**config.mk**
```make
export PLATFORM = sky130hd
export DESIGN_NAME = tremolo_lfo_ctrl
export DESIGN_NICKNAME = d
export VERILOG_FILES = /design/src/rtl/tremolo_lfo_ctrl.sv
export SDC_FILE = /design/constraint.sdc
export NUM_CORES = 1
export LEC_CHECK = 0
export CORE_ASPECT_RATIO = 1.4
export CORE_MARGIN = 3
export CORE_UTILIZATION = 25
export CTS_BUF_LIST = sky130_fd_sc_hd__clkbuf_16
export CTS_CLUSTER_DIAMETER = 120
export DETAILED_ROUTE_END_ITERATION = 10
export DONT_BUFFER_PORTS = 1
export HOLD_SLACK_MARGIN = 0.05
export PLACE_DENSITY_LB_ADDON = 0.2
export SYNTH_ARGS = -nofsm -noshare
export SYNTH_HDL_FRONTEND = slang
export SYNTH_SLANG_ARGS = --single-unit
```
**constraint.sdc**
```tcl
create_clock -name Clk -period 7.2 [get_ports Clk]
set_input_delay 1.44 -clock Clk [delete_from_list [all_inputs] [get_ports Clk]]
set_output_delay 1.44 -clock Clk [all_outputs]
set_load 0.02 [all_outputs]
```
**src/rtl/tremolo_lfo_ctrl.sv**
```systemverilog
// Tremolo LFO controller: a triangle-wave gain generator stepped by audio samples.
//
// The volume ramps from 0 up to the configured depth and back down in fixed increments.
// Each step happens after (rate + 1) sample_valid strobes. Configuration is written into
// shadow registers at any time. It only becomes active while idle or when the ramp restarts
// from the bottom, so a running cycle is never distorted mid-way.
//
// Optional build macro: LFO_HOLD_EN adds HOLD_HI / HOLD_LO states. These dwell at each peak
// for (cfg_hold + 1) steps. Without the macro, the ramp reverses on the step that reaches
// a peak, and cfg_hold is ignored.
//
// Ports:
//   Clk          system clock, rising edge
//   reset        asynchronous active-low reset
//   enable       1 runs the LFO, 0 returns to idle (unity gain)
//   sample_valid one-cycle strobe per audio sample
//   cfg_load     one-cycle strobe capturing cfg_* into the shadow registers
//   cfg_rate     samples per step minus 1
//   cfg_depth    peak volume
//   cfg_step     volume increment per step
//   cfg_hold     steps held at each peak (LFO_HOLD_EN only)
//   volume       gain word
//   vol_valid    one-cycle pulse when volume is updated
//   dir          1 = rising, 0 = falling
module tremolo_lfo_ctrl #(
  parameter int unsigned VOL_W  = 16,
  parameter int unsigned RATE_W = 12,
  parameter int unsigned HOLD_W = 8
) (
  input  logic              Clk,
  input  logic              reset,
  input  logic              enable,
  input  logic              sample_valid,
  input  logic              cfg_load,
  input  logic [RATE_W-1:0] cfg_rate,
  input  logic [VOL_W-1:0]  cfg_depth,
  input  logic [7:0]        cfg_step,
  input  logic [HOLD_W-1:0] cfg_hold,
  output logic [VOL_W-1:0]  volume,
  output logic              vol_valid,
  output logic              dir
);

  typedef enum logic [2:0] {
    StIdle   = 3'd0,
    StRise   = 3'd1,
    StFall   = 3'd2
`ifdef LFO_HOLD_EN
    ,
    StHoldHi = 3'd3,
    StHoldLo = 3'd4
`endif
  } state_e;

  state_e              state_q, state_d;
  logic [VOL_W-1:0]    vol_q, vol_d;
  logic                vol_valid_q, vol_valid_d;
  logic [RATE_W-1:0]   presc_q, presc_d;

  logic [RATE_W-1:0]   sh_rate_q, sh_rate_d;
  logic [VOL_W-1:0]    sh_depth_q, sh_depth_d;
  logic [7:0]          sh_step_q, sh_step_d;
  logic [RATE_W-1:0]   act_rate_q, act_rate_d;
  logic [VOL_W-1:0]    act_depth_q, act_depth_d;
  logic [7:0]          act_step_q, act_step_d;

`ifdef LFO_HOLD_EN
  logic [HOLD_W-1:0]   sh_hold_q, sh_hold_d;
  logic [HOLD_W-1:0]   act_hold_q, act_hold_d;
  logic [HOLD_W-1:0]   hold_cnt_q, hold_cnt_d;
`else
  logic                unused_cfg_hold;
  assign unused_cfg_hold = ^cfg_hold;
`endif

  logic                step_fire;
  logic                load_act;
  logic [VOL_W:0]      step_ext;
  logic [VOL_W:0]      rise_sum;

  // Prescaler: counts samples, fires a step when the count has reached the active rate.
  assign step_fire = sample_valid && (presc_q == act_rate_q);

  always_comb begin
    presc_d = presc_q;
    if (state_q == StIdle) begin
      presc_d = '0;
    end else if (sample_valid) begin
      presc_d = step_fire ? '0 : presc_q + RATE_W'(1);
    end
  end

  // Shadow registers capture on cfg_load regardless of state.
  always_comb begin
    sh_rate_d  = sh_rate_q;
    sh_depth_d = sh_depth_q;
    sh_step_d  = sh_step_q;
`ifdef LFO_HOLD_EN
    sh_hold_d  = sh_hold_q;
`endif
    if (cfg_load) begin
      sh_rate_d  = cfg_rate;
      sh_depth_d = cfg_depth;
      sh_step_d  = cfg_step;
`ifdef LFO_HOLD_EN
      sh_hold_d  = cfg_hold;
`endif
    end
  end

  // Sum is one bit wider so the clamp against depth sees a carry out of VOL_W bits.
  assign step_ext = (VOL_W + 1)'(act_step_q);
  assign rise_sum = {1'b0, vol_q} + step_ext;

  always_comb begin
    state_d     = state_q;
    vol_d       = vol_q;
    vol_valid_d = 1'b0;
    load_act    = 1'b0;
`ifdef LFO_HOLD_EN
    hold_cnt_d  = hold_cnt_q;
`endif
    if (!enable) begin
      state_d     = StIdle;
      vol_d       = '1;
      vol_valid_d = (state_q != StIdle);
      load_act    = 1'b1;
`ifdef LFO_HOLD_EN
      hold_cnt_d  = '0;
`endif
    end else begin
      unique case (state_q)
        StIdle: begin
          state_d     = StRise;
          vol_d       = '0;
          vol_valid_d = 1'b1;
          load_act    = 1'b1;
        end
        StRise: begin
          if (step_fire) begin
            vol_valid_d = 1'b1;
            if (rise_sum >= {1'b0, act_depth_q}) begin
              vol_d   = act_depth_q;
`ifdef LFO_HOLD_EN
              state_d    = StHoldHi;
              hold_cnt_d = '0;
`else
              state_d = StFall;
`endif
            end else begin
              vol_d = rise_sum[VOL_W-1:0];
            end
          end
        end
        StFall: begin
          if (step_fire) begin
            vol_valid_d = 1'b1;
            if ({1'b0, vol_q} <= step_ext) begin
              vol_d = '0;
`ifdef LFO_HOLD_EN
              state_d    = StHoldLo;
              hold_cnt_d = '0;
`else
              // Bottom of the wave: the only point a running LFO picks up new config.
              state_d  = StRise;
              load_act = 1'b1;
`endif
            end else begin
              vol_d = vol_q - step_ext[VOL_W-1:0];
            end
          end
        end
`ifdef LFO_HOLD_EN
        StHoldHi: begin
          if (step_fire) begin
            if (hold_cnt_q == act_hold_q) begin
              state_d    = StFall;
              hold_cnt_d = '0;
            end else begin
              hold_cnt_d = hold_cnt_q + HOLD_W'(1);
            end
          end
        end
        StHoldLo: begin
          if (step_fire) begin
            if (hold_cnt_q == act_hold_q) begin
              state_d    = StRise;
              hold_cnt_d = '0;
              load_act   = 1'b1;
            end else begin
              hold_cnt_d = hold_cnt_q + HOLD_W'(1);
            end
          end
        end
`endif
        default: begin
          state_d = StIdle;
          vol_d   = '1;
        end
      endcase
    end
  end

  // Active config follows the shadow values as they were before this edge, so a cfg_load
  // coinciding with a restart waits for the next bottom.
  always_comb begin
    act_rate_d  = act_rate_q;
    act_depth_d = act_depth_q;
    act_step_d  = act_step_q;
`ifdef LFO_HOLD_EN
    act_hold_d  = act_hold_q;
`endif
    if (load_act) begin
      act_rate_d  = sh_rate_q;
      act_depth_d = sh_depth_q;
      act_step_d  = sh_step_q;
`ifdef LFO_HOLD_EN
      act_hold_d  = sh_hold_q;
`endif
    end
  end

  always_ff @(posedge Clk or negedge reset) begin
    if (!reset) begin
      state_q     <= StIdle;
      vol_q       <= '1;
      vol_valid_q <= 1'b0;
      presc_q     <= '0;
      sh_rate_q   <= '0;
      sh_depth_q  <= '1;
      sh_step_q   <= 8'd1;
      act_rate_q  <= '0;
      act_depth_q <= '1;
      act_step_q  <= 8'd1;
`ifdef LFO_HOLD_EN
      sh_hold_q   <= '0;
      act_hold_q  <= '0;
      hold_cnt_q  <= '0;
`endif
    end else begin
      state_q     <= state_d;
      vol_q       <= vol_d;
      vol_valid_q <= vol_valid_d;
      presc_q     <= presc_d;
      sh_rate_q   <= sh_rate_d;
      sh_depth_q  <= sh_depth_d;
      sh_step_q   <= sh_step_d;
      act_rate_q  <= act_rate_d;
      act_depth_q <= act_depth_d;
      act_step_q  <= act_step_d;
`ifdef LFO_HOLD_EN
      sh_hold_q   <= sh_hold_d;
      act_hold_q  <= act_hold_d;
      hold_cnt_q  <= hold_cnt_d;
`endif
    end
  end

  assign volume    = vol_q;
  assign vol_valid = vol_valid_q;
`ifdef LFO_HOLD_EN
  assign dir       = !((state_q == StFall) || (state_q == StHoldHi));
`else
  assign dir       = (state_q != StFall);
`endif

endmodule

```
==> metrics.md, run 1 <==
| Metric | Value |
|---|---|
| Status | `completed` |
| Reg2reg start | `volume[1]` |
| CTS Hold Buffers Added | `0` |
| Psw | `approximately 1500 uW` |
| Filler instances | `approximately 2600` |
| 1st-pass router iterations | `4` |
| CTS Root Cell | `clkbuf_16` |
| Cell Rows | `between 60 and 70` |
| Setup_tns | `0 ns` |
| Final Skew | `between 0.01 and 0.015 ns` |
| # DRC | `0` |
| Initial antenna violation count | `1` |
| Final period util | `0.653` |
| Buf/Inv on CP | `0` |
| Crit path required time | `about 7.5 ns` |
| Delay-heaviest family, CP | `compound AO/OA/AOI/OAI gates` |
| Gr usage total | `0.124` |
| Die height | `~200 um` |
| Max Clk Rate | `about 210 MHz` |
| Final hold viol count | `0` |
| Crit-path slowest cell | `dfstp_2` |
| CTS max path bufs | `2` |
| Clock-pin transition on the worst setup and hold timing paths | `around 0.080 ns` |
| DP Area | `roughly 6700 um2` |
| Peak supply drop | `about 0.16 mV` |
| Post-cts resize count | `0` |
| Buffers on Ports | `0` |
| Crit path largest cell delay | `just under 0.7 ns` |
| Main synth FF type | `dfrtp_1` |
| H-tree depth | `3` |
| Critical setup path kind | `reg -> reg` |
| Initial core utilization | `0.257` |
| Largest net degree at the start of global routing | `approximately 100` |
| Cells on worst reg2reg path | `13` |
| Commonest cells after routing, fill and taps aside | `53 x dfrtp_1, 50 x dfstp_2, 41 x inv_1` |
| Area of the core | `approximately 25000 um2` |
| Nets@finish | `about 700` |
| Flop2flop setup slack | `roughly 2.5 ns` |
| Worst skew pair latency | `0.35 ns` |
| Crit. End Element | `register` |
| Worst-margin pin slew | `~0.81 ns` |
| Startpoint Class | `register` |
| ANT cells | `0` |
| Grt ovf | `0` |
| First-pass GRT wire length | `about 27 mm` |
| Vias in the first global route | `just under 5000` |
| Avg Cell Area, Syn | `~10 um2` |
| Final Instance Area | `7000 um2` |
| CTS tree | `built` |
| Sequential share of the synthesized area | `0.413` |
| Slew margin rel. | `0.459` |
| Final setup fails | `0` |
| Total Wirelength | `17.0 mm` |
| Layout area overhead | `9.39%` |
| Int Pwr | `between 1500 and 2000 uW` |
| Max-cap violations | `0` |
| WP depth | `13` |
| Post-Synthesis Net Count | `between 700 and 800` |
| Gate power share | `0.525` |
| Clock share of power | `0.163` |
| FFs w/ async S/R, synth | `1.00` |
| Tmin final | `4.70 ns` |
| Global placer's final weighted congestion | `slightly below 0.9` |
| Hold Crit Class | `reg -> reg` |
| Lkg Pwr | `between 0.002 and 0.003 uW` |
| Worst Hold Depth | `1` |
| Fraction of layout cells with a size suffix above 1 | `0.210` |
| Final HPWL DP | `about 13 mm` |
| Post-synthesis cell type count | `~70` |
| Die ar. | `between 20000 and 30000 um2` |
| Commonest non-fill, non-tap cell in the layout | `dfrtp_1` |
| Flop pwr share | `0.312` |
| Storage cell area | `2640 um2` |
| Synth Instances | `between 600 and 700` |
| Switching Fraction | `0.469` |
| IO Count | `67` |
| #FFs+latches synth | `~100` |
| Drt initial violations | `about 260` |
| Number of buffers created by CTS | `9` |
| Area of the multi-input gates | `roughly 3500 um2` |
| Warnings from Yosys | `0` |
| Post-CTS setup buffers | `0` |
| Die X | `between 100 and 150 um` |
| Min-delay src | `sh_step_q[2]` |
| Pwr Total | `3260 uW` |
| CP Cell Sequence | `ha_1 -> nand2b_1 -> a2111o_1 -> nand3_1 -> a31o_2 -> nand2_1 -> ha_1 -> nand3_1 -> or3_1 -> a211o_1 -> nand2_1 -> o211ai_1 -> a31oi_1` |
| ANT nets after route | `0` |
| Power Density | `between 400 and 500 nW/um2` |
| Clock Sinks | `between 100 and 150` |
| Vias per Instance | `about 5` |
| Via count | `4673` |
| Crit path from | `volume[1]` |
| Final Max Slew Viols | `0` |
| Post-synth EDFFs | `0` |
| CP arrival | `between 4 and 5 ns` |
| RSZ-0062 raised after global routing | `false` |
| Post-Syn Area | `6400 um2` |
| CP Max Fanout | `15` |
| WL/cell | `between 15 and 20 um` |
==> cells by family after synthesis <==
kind of cell / count (synthesis) / share of synthesized area
AO/OA/AOI/OAI: 148 / 0.166
AND/OR/NAND/NOR: 147 / 0.121
flip-flops: 103 / 0.413
multiplexers: 73 / 0.128
buffers and inverters: 72 / 0.0469
adder cells (fa/ha/maj): 40 / 0.0806
XOR/XNOR: 32 / 0.0438
==> worst register-to-register path, stage by stage (launching register included) <==
cell and delay [ns]:
dfstp_2 0.68, ha_1 0.32, nand2b_1 0.20, a2111o_1 0.51, nand3_1 0.33, a31o_2 0.23, nand2_1 0.06, ha_1 0.29
nand3_1 0.10, or3_1 0.48, a211o_1 0.54, nand2_1 0.44, o211ai_1 0.18, a31oi_1 0.25
==> power by group through the flow <==
stage               registers (uW)  clock network (uW)  logic, uW
finish                        1020                 531       1710
global route                  1050                 576       1910
CTS                           1030                 553       1710
detailed placement            1040                   0       1700
global placement              1030                   0       1680
floorplan                      937                   0       1340
==> per-layer routing <==
metal	part of all wire	up-vias	wire length (um)	global-route usage
met1	0.41	2328	7010	0.143
met3	0.044	31	747	0.0265
met4	0.028	2	476	0.0503
li1	-	2207	-	-
met2	0.52	105	8780	0.221
met5	0.00065	-	11	0
==> registers in the layout, summed over array words and instances (netlist names) <==
| name | flops |
|---|---|
| volume | 16 |
| sh_depth_q | 16 |
| act_rate_q | 12 |
| act_depth_q | 16 |
| presc_q | 12 |
| sh_rate_q | 12 |
| sh_step_q | 8 |
| vol_valid | 1 |
| state_q | 2 |
| act_step_q | 8 |
==> final cells by class <==
cell class / count / share of cell area
Clock inverter: 6 / 0.0104
Sequential cell: 103 / 0.377
Tap cell: 315 / 0.0563
Multi-Input combinational cell: 440 / 0.495
Clock buffer: 10 / 0.0358
Timing Repair Buffer: 3 / 0.00322
Inverter: 42 / 0.0225
==> synth_stat cells, drive strengths merged, types with 5 or more instances <==
library cell  count  area share
mux2             73        0.13
dfrtp            53        0.21
dfstp            50        0.21
inv              42       0.025
nor2             41       0.025
ha               38       0.074
a21oi            31       0.024
nand2            28       0.017
o21ai            28       0.023
a211oi           22       0.027
xnor2            22       0.030
clkbuf           16      0.0094
buf              14       0.013
nand4            13       0.013
xor2             10       0.014
nand2b            9      0.0088
nand3             9      0.0070
nor3              9      0.0070
o211ai            8       0.013
a2111oi           7       0.011
or3               7      0.0068
a31oi             6      0.0059
and3              6      0.0059
nor4              6      0.0092
a21o              5      0.0059
nor2b             5      0.0049
o31ai             5      0.0059
==> per-stage QoR <==
| stage | hold slack (ns) | std cells | worst slack [ns] | util |
|---|---|---|---|---|
| 2_1_floorplan | 0.460 | 615 | 3.23 | - |
| 3_3_place_gp | 0.474 | 903 | 2.56 | 0.268 |
| 3_5_place_dp | 0.478 | 903 | 2.54 | 0.268 |
| 4_1_cts | 0.495 | 919 | 2.49 | 0.281 |
| 5_1_grt | 0.511 | 919 | 2.12 | 0.281 |
| 6_report | 0.484 | 919 | 2.50 | 0.281 |
==> final timing paths <==
path,end
setup / recovery,volume[3]
hold / removal,act_step_q[2]
setup reg to reg,volume[3]
hold reg to reg,act_step_q[2]
max in group asynchronous,sh_depth_q[2]
min in group asynchronous,sh_rate_q[0]
Power figures use the tool's default switching activity.
==> run 2, diff against run 1 <==
- clock period: 7.2 -> 4.07 ns (I/O delays scaled with it)
==> run 2 against run 1 <==
  * Total power up 99%
  * Maximum frequency up 18%
  * Clock skew rose by 0.0019 ns
  * Core utilization grew 2.5 points
  * Worst setup slack lost 2.4 ns
  * Clock power rose by 58%
  * Global-route usage grew 0.52 points
  * Wire length rose by 4.7%
  * Register-to-register slack got worse by 2.4 ns
  * Via count is 5.1% higher
  * Largest cell class unchanged
==> metrics.md, run 2 (same netlist as run 1, synthesis figures left out) <==
| Metric | Value |
|---|---|
| Status | `completed` |
| Initial antenna violation count | `0` |
| Total Wirelength | `17.8 mm` |
| Vias per Instance | `5.03` |
| Finished Layout Cells | `about 980` |
| Number of buffers created by CTS | `9` |
| Initial core utilization | `0.257` |
| Met3 GRT Util | `0.0228` |
| Clock Sinks | `just over 100` |
| Nets@finish | `~750` |
| Final setup fails | `0` |
| IO Count | `67` |
| Buffers on Ports | `0` |
| 1st-pass router iterations | `4` |
| Vias in the first global route | `around 5200` |
| Area of the core | `between 20000 and 25000 um2` |
| Die ar. | `between 20000 and 30000 um2` |
| Slew margin rel. | `0.470` |
| Die height | `between 150 and 200 um` |
| Drt initial violations | `between 150 and 200` |
| Critical setup path kind | `reg -> reg` |
| Via count | `just under 5000` |
| CP Max Fanout | `6` |
| Crit path required time | `approximately 4.3 ns` |
| Commonest non-fill, non-tap cell in the layout | `dfrtp_1` |
| Pwr Total | `between 6000 and 7000 uW` |
| Commonest cells after routing, fill and taps aside | `53 x dfrtp_1, 52 x buf_4, 50 x dfstp_2` |
| Global placer's final weighted congestion | `about 0.88` |
| Global Route met1 Usage | `0.151` |
| Worst skew pair latency | `0.35 ns` |
| First-pass GRT wire length | `28.6 mm` |
| Cell Rows | `68` |
| Final Skew | `between 0.015 and 0.02 ns` |
| Die X | `between 100 and 150 um` |
| Power Density | `approximately 850 nW/um2` |
| Inst Count DP | `954` |
| Grt peak-use layer | `met2` |
| Clock-pin transition on the worst setup and hold timing paths | `around 0.08 ns` |
| Final hold viol count | `0` |
| Grt ovf | `0` |
| ANT cells | `0` |
| Filler instances | `approximately 2600` |
| Peak supply drop | `0.252 mV` |
| Final HPWL DP | `roughly 13 mm` |
| Largest net degree at the start of global routing | `between 100 and 150` |
| RSZ-0062 raised after global routing | `true` |
| ANT nets after route | `0` |
| Final period util | `0.975` |
| Worst-margin pin slew | `approximately 0.79 ns` |
| # DRC | `0` |
| Startpoint Class | `register` |
| Max Clk Rate | `~250 MHz` |
| Tmin final | `~4.0 ns` |
| Layout area overhead | `19.3%` |
| Met2 Usage GRT | `0.233` |
| Crit. End Element | `register` |
| Max-cap violations | `0` |
| CP arrival | `4.24 ns` |
| Lkg Pwr | `0.00305 uW` |
| H-tree depth | `3` |
| Gr usage total | `0.129` |
| Fraction of layout cells with a size suffix above 1 | `0.326` |
| Final Max Slew Viols | `0` |
| CTS tree | `built` |
| WL/cell | `~18 um` |
| Hold Crit Class | `in -> async` |
| CTS Root Cell | `clkbuf_16` |
| CTS max path bufs | `2` |
run 2: changes by cell type in the layout (fill, tap and decap cells not counted), sizes merged:
cell,before,now
inv,45,44
clkinv,1,4
clkbuf,10,9
buf,3,60
bufinv,1,0
o211a,3,4
run 2: power by group:
part / switching, uW / internal [uW]
clock network: 423 / 418
logic: 2270 / 1700
registers: 294 / 1380
total: 2990 / 3500
run 2: worst paths after layout:
kind	startpoint	end	slack, ns	depth (start not counted)
setup / recovery	volume[1]	volume[12]	0.10	14
hold / removal	reset	act_rate_q[0]	0.15	0
setup reg to reg	volume[1]	volume[12]	0.10	14
hold reg to reg	sh_rate_q[3]	act_rate_q[3]	0.49	1
max in group asynchronous	reset	sh_depth_q[5]	3.68	0
min in group Clk	sh_rate_q[3]	act_rate_q[3]	0.49	1
run 2: final cells by class:
class / count / area [um2] / area share
clock inverters: 7 / 47.5 / 0.00623
inverters: 42 / 158 / 0.0206
repair buffers: 60 / 489 / 0.0641
well taps: 315 / 394 / 0.0516
multi-input cells: 441 / 3680 / 0.482
clock buffers: 9 / 225 / 0.0295
flip-flops and latches: 103 / 2640 / 0.346
run 2: timing repair:
item,CTS,global route
buffers inserted,0,5
pin swaps,6,30
endpoints found under the setup margin,16,17
gates cloned,0,2
resized for setup,12,41
hold buffers,0,0
run 2: per-layer routing:
metal	up-vias	wire (um)	share of wire
met4	0	436	0.024
met5	-	0	0
met1	2448	7240	0.41
met2	112	9330	0.52
li1	2325	-	-
met3	28	826	0.046
run 2: metrics by stage:
stage / TNS, ns / instance area [um2] / setup WS [ns] / hold slack, ns / utilization
2_1_floorplan: 0 / 6400 / 0.102 / 0.460 / -
3_3_place_gp: -0.908 / 7070 / -0.160 / 0.474 / 0.284
3_5_place_dp: -0.932 / 7070 / -0.164 / 0.481 / 0.284
4_1_cts: 0 / 7390 / 0.00478 / 0.132 / 0.296
5_1_grt: -0.574 / 7630 / -0.0766 / 0.128 / 0.306
6_report: 0 / 7630 / 0.103 / 0.149 / 0.306
run 2: critical path: stages, from the launching register on:
cell,delay (ns)
dfstp_2,0.58
ha_4,0.21
nand2b_4,0.14
a2111o_1,0.49
and4_1,0.22
a311o_1,0.36
ha_1,0.31
nand3_2,0.06
or3_4,0.43
buf_6,0.13
a211oi_4,0.21
buf_6,0.18
a2111oi_2,0.06
o41ai_1,0.39
a22oi_1,0.11
==> patch 1 (config.mk and constraints of run 2) <==
The option `LFO_HOLD_EN` is turned on by a define.
--- a/src/rtl/tremolo_lfo_ctrl.sv
+++ b/src/rtl/tremolo_lfo_ctrl.sv
@@ -24,2 +24,4 @@
 //   dir          1 = rising, 0 = falling
+`define LFO_HOLD_EN
+
 module tremolo_lfo_ctrl #(
Function: changed (Yosys sat finds a counterexample within 10 cycles, from zero or initial values and one cycle with reset low).
==> patch 1 against run 2 <==
  * The flow now finishes with violations (negative setup slack)
  * Highest routed layer unchanged
  * Critical path type unchanged
  * Synthesized area is 17% higher
  * Hold slack gained 0.047 ns
  * Worst setup slack got worse by 0.11 ns
  * Power up 31%
  * Critical endpoint is now volume[13]
  * Clock skew decreased by 0.0021 ns
  * Routed wire length grew 26%
  * Sequential cell count rose by 25
  * Final area increased by 24%
==> patch 1: results (changes against run 2) <==
| Item | This run | Change |
|:---|:---|:---|
| Pin count of the biggest net entering global routing | 55 | -47% |
| Depth of the worst register-to-register path | 16 | +2 |
| Metal-1 WL | 9.11 mm | +26% |
| Number of setup buffers added after CTS | 10 | +10 |
| Main area contributors after synthesis | sky130_fd_sc_hd__dfrtp_1 (26%), sky130_fd_sc_hd__dfstp_2 (18%), sky130_fd_sc_hd__mux2_2 (14%), sky130_fd_sc_hd__ha_1 (5.7%), sky130_fd_sc_hd__xnor2_1 (2.7%) |  |
| Met3 layer usage reported by global route | 0.0326 | +0.00981 |
| Post-CTS Hold Buffers | 4 | +4 |
| Met1 capacity usage during global routing | 0.159 | +0.00744 |
| Mux contribution to synthesized area | 0.148 | +0.0190 |
| Final setup TNS | -0.0150 ns | -0.0150 ns |
| Worst path arrival time | 4.45 ns | +0.21 ns |
| Flip-flop and latch count after synthesis | 128 | +24% |
| Clk Latency, worst-skew pair | 0.44 ns | +0.09 ns |
| Leakage power | 0.00386 uW | +26% |
| Logic inverters | 40 | -4.8% |
| Layout buffering overhead excluding clock cells | 0.0814 | +0.0174 |
| GR met2 Demand/Resource | 0.258 | +0.0249 |
| Clock-cell share of area | 0.0618 | +0.0260 |
| Final setup violating endpoints | 2 | +2 |
| Routed met3 length | 860 um | +4.1% |
| Clock transition at path regs | 0.06 ns | -0.02 ns |
| Via-to-Cell Ratio | 4.89 | -2.7% |
| Skew final | 0.0133 ns | -0.00207 ns |
| Synth Area in XOR/XNOR | 0.0468 | +0.00303 |
| Combinational share of power | 0.589 | -0.023 |
| Share of power burned in the clock network | 0.178 | +0.048 |
| Number of well taps | 380 | +21% |
| Violated checks | negative setup slack |  |
| Wire length on met2 | 11.9 mm | +27% |
| Layout fillers | 2984 | +16% |
| Worst Setup Slack, final | -0.00858 ns | -0.112 ns |
| Number of placed instances with taps included | 1122 | +18% |
| Run status | finished, violations left |  |
| Largest driver fanout on the critical path | 5 | -1 |
## patch 1: critical path, stage by stage, from the launching register on
cell	delay (ns)
sky130_fd_sc_hd__dfstp_2	0.55
sky130_fd_sc_hd__ha_4	0.14
sky130_fd_sc_hd__inv_2	0.03
sky130_fd_sc_hd__fa_2	0.36
sky130_fd_sc_hd__o21bai_4	0.16
sky130_fd_sc_hd__a221oi_4	0.12
sky130_fd_sc_hd__a2111oi_4	0.34
sky130_fd_sc_hd__xor2_1	0.24
sky130_fd_sc_hd__ha_1	0.28
sky130_fd_sc_hd__nand4_1	0.15
sky130_fd_sc_hd__nor2_1	0.06
sky130_fd_sc_hd__a311o_1	0.37
sky130_fd_sc_hd__nor4_4	0.35
sky130_fd_sc_hd__buf_4	0.20
sky130_fd_sc_hd__mux2_2	0.34
sky130_fd_sc_hd__a221oi_2	0.24
sky130_fd_sc_hd__a211oi_1	0.06
==> patch 2 (config.mk and constraints of run 2) <==
Without the edit above. Remove the register `vol_valid_q`: a continuous assignment takes its place, so the output `vol_valid` follows one clock earlier.
--- a/src/rtl/tremolo_lfo_ctrl.sv
+++ b/src/rtl/tremolo_lfo_ctrl.sv
@@ -226,3 +226,2 @@
       vol_q       <= '1;
-      vol_valid_q <= 1'b0;
       presc_q     <= '0;
@@ -242,3 +241,2 @@
       vol_q       <= vol_d;
-      vol_valid_q <= vol_valid_d;
       presc_q     <= presc_d;
@@ -258,2 +256,4 @@
 
+  assign vol_valid_q = vol_valid_d;
+
   assign volume    = vol_q;
Check against the original RTL: not equivalent (Yosys sat finds a counterexample within 4 cycles, from zero or initial values and one cycle with reset low).
==> patch 2 against run 2 <==
  * Routed wire length shrank 1.5%
  * Count of clock-buffer cells in the layout is the same
  * Global-route usage shrank 0.091 points
  * Critical path depth shrank 1
  * Worst setup slack lost 0.022 ns
  * Clock power grew 2%
  * Synthesized area shrank 0.39%
  * Non-clock buffer count shrank 12
  * Power grew 0.14%
  * Sequential share of layout area grew 0.099 points
  * Sequential cell count shrank 1
  * Final area shrank 1.2%
  * Critical endpoint is now state_q[0]
  * Highest routed layer is now met5
==> patch 2: results (changes against run 2) <==
| Item | This run | Change |
|:---|:---|:---|
| Pin count of the biggest net entering global routing | 103 | -0.96% |
| Peak ir drop on the vdd network | 0.273 mV | +8.3% |
| Top cells by instance count after synthesis | sky130_fd_sc_hd__dfrtp_1 (52), sky130_fd_sc_hd__dfstp_2 (50), sky130_fd_sc_hd__inv_1 (41) |  |
| Skew final | 0.0132 ns | -0.00217 ns |
| Delay contributed by the slowest stage of the critical path | 0.58 ns | about the same |
| Number of global-route vias before repair | 5271 | +0.88% |
| Leakage power | 0.00301 uW | -1.5% |
| Number of nets in the synthesized netlist | 703 | -0.14% |
| Met3 layer usage reported by global route | 0.0290 | +0.00626 |
| Pre-CTS worst setup slack | -0.109 ns | +0.0556 ns |
| Main area contributors after synthesis | sky130_fd_sc_hd__dfstp_2 (21%), sky130_fd_sc_hd__dfrtp_1 (20%), sky130_fd_sc_hd__ha_1 (7.5%), sky130_fd_sc_hd__mux2_2 (6.5%), sky130_fd_sc_hd__mux2_1 (6.4%) |  |
| Clock transition at path regs | 0.07 ns |  |
| GR met2 Demand/Resource | 0.228 | -0.00457 |
| First-pass GRT wire length | 28.2 mm | -1.2% |
| Number of antenna violations at the first check in global routing | 1 | +1 |
| Share of synthesized area occupied by flip-flops and latches | 0.410 | -0.00231 |
| Met1 capacity usage during global routing | 0.145 | -0.00602 |
| Routed wire per std cell | 18.2 um | -0.24% |
| Routed via count | 4917 | +0.081% |
| DP Wirelength | 12.9 mm | -2.1% |
| Run status | completed |  |
| Starting DRC count in detailed routing | 176 | +1.1% |
| Required time reported for the critical path endpoint | 4.31 ns | -0.03 ns |
| Root buffer selected by CTS | sky130_fd_sc_hd__clkbuf_16 |  |
| Standard cell with the maximum stage delay on the critical path | sky130_fd_sc_hd__dfstp_2 |  |
| Yosys Warn Count | 0 | unchanged |
| Fraction of layout instances using a drive strength above 1 | 0.308 | -0.0186 |
| GR Util All Layers | 0.128 | -0.000906 |
| RD Place Congestion | 0.869 | -1.1% |
| Headroom to the max-slew limit | 0.418 | -0.0524 |
| Number of nets in the layout | 734 | -1.6% |
-- patch 2: changes by cell type in the layout (fill, tap and decap cells not counted), moves of 3 or more --
cell and change:
sky130_fd_sc_hd__inv_1 +3, sky130_fd_sc_hd__buf_4 -7, sky130_fd_sc_hd__buf_6 -6, sky130_fd_sc_hd__o21ai_2 -3, sky130_fd_sc_hd__o21ai_1 +3
-- patch 2: repair_timing --
| item | CTS | global route |
|---|---|---|
| resized for setup | 15 | 28 |
| pin swaps | 4 | 13 |
| gates cloned | 1 | 1 |
| setup buffers | 1 | 0 |
| endpoints found under the setup margin | 16 | 18 |
| hold buffers | 0 | 0 |
-- patch 2: power breakdown --
part / internal [uW] / switching (uW)
sequential: 1370 / 293
combinational: 1680 / 2300
clock: 470 / 386
total: 3520 / 2980
-- patch 2: layout make-up --
type	count	area, um^2
Tap cell	315	394
Clock buffer	9	225
Clock inverter	7	61.3
Inverter	42	158
Fill cell	2605	17300
Timing Repair Buffer	48	389
Sequential cell	102	2620
Multi-Input combinational cell	442	3700
-- patch 2: metal layers --
layer / part of all wire / vias to the layer above / wire, um
met5: 0.00074 / - / 13
met1: 0.39 / 2446 / 6890
met3: 0.045 / 48 / 784
li1: - / 2300 / -
met2: 0.52 / 121 / 9160
met4: 0.041 / 2 / 718
-- patch 2: worst paths after layout --
kind                                      end  slack (ns)  cells after the start
worst min-delay path               presc_q[2]        0.16                      0
max in group asynchronous       sh_depth_q[0]        3.69                      0
min in group Clk                act_rate_q[3]        0.49                      1
worst min register to register  act_rate_q[3]        0.49                      1
worst max-delay path               state_q[0]        0.08                     13
worst max register to register     state_q[0]        0.08                     13
-- patch 2: stage by stage --
step	instance area (um^2)	util	cells
final	7540	0.304	965
after global routing	7540	0.304	965
after CTS	7390	0.297	965
after detailed placement	7010	0.282	947
after global placement	7010	0.282	947
after floorplan	6370	-	614
-- patch 2: cell families after synthesis --
family | share of synthesized area
buffers and inverters | 0.0471
adder cells (fa/ha/maj) | 0.0809
AO/OA/AOI/OAI | 0.167
AND/OR/NAND/NOR | 0.122
flip-flops | 0.410
XOR/XNOR | 0.0440
multiplexers | 0.129
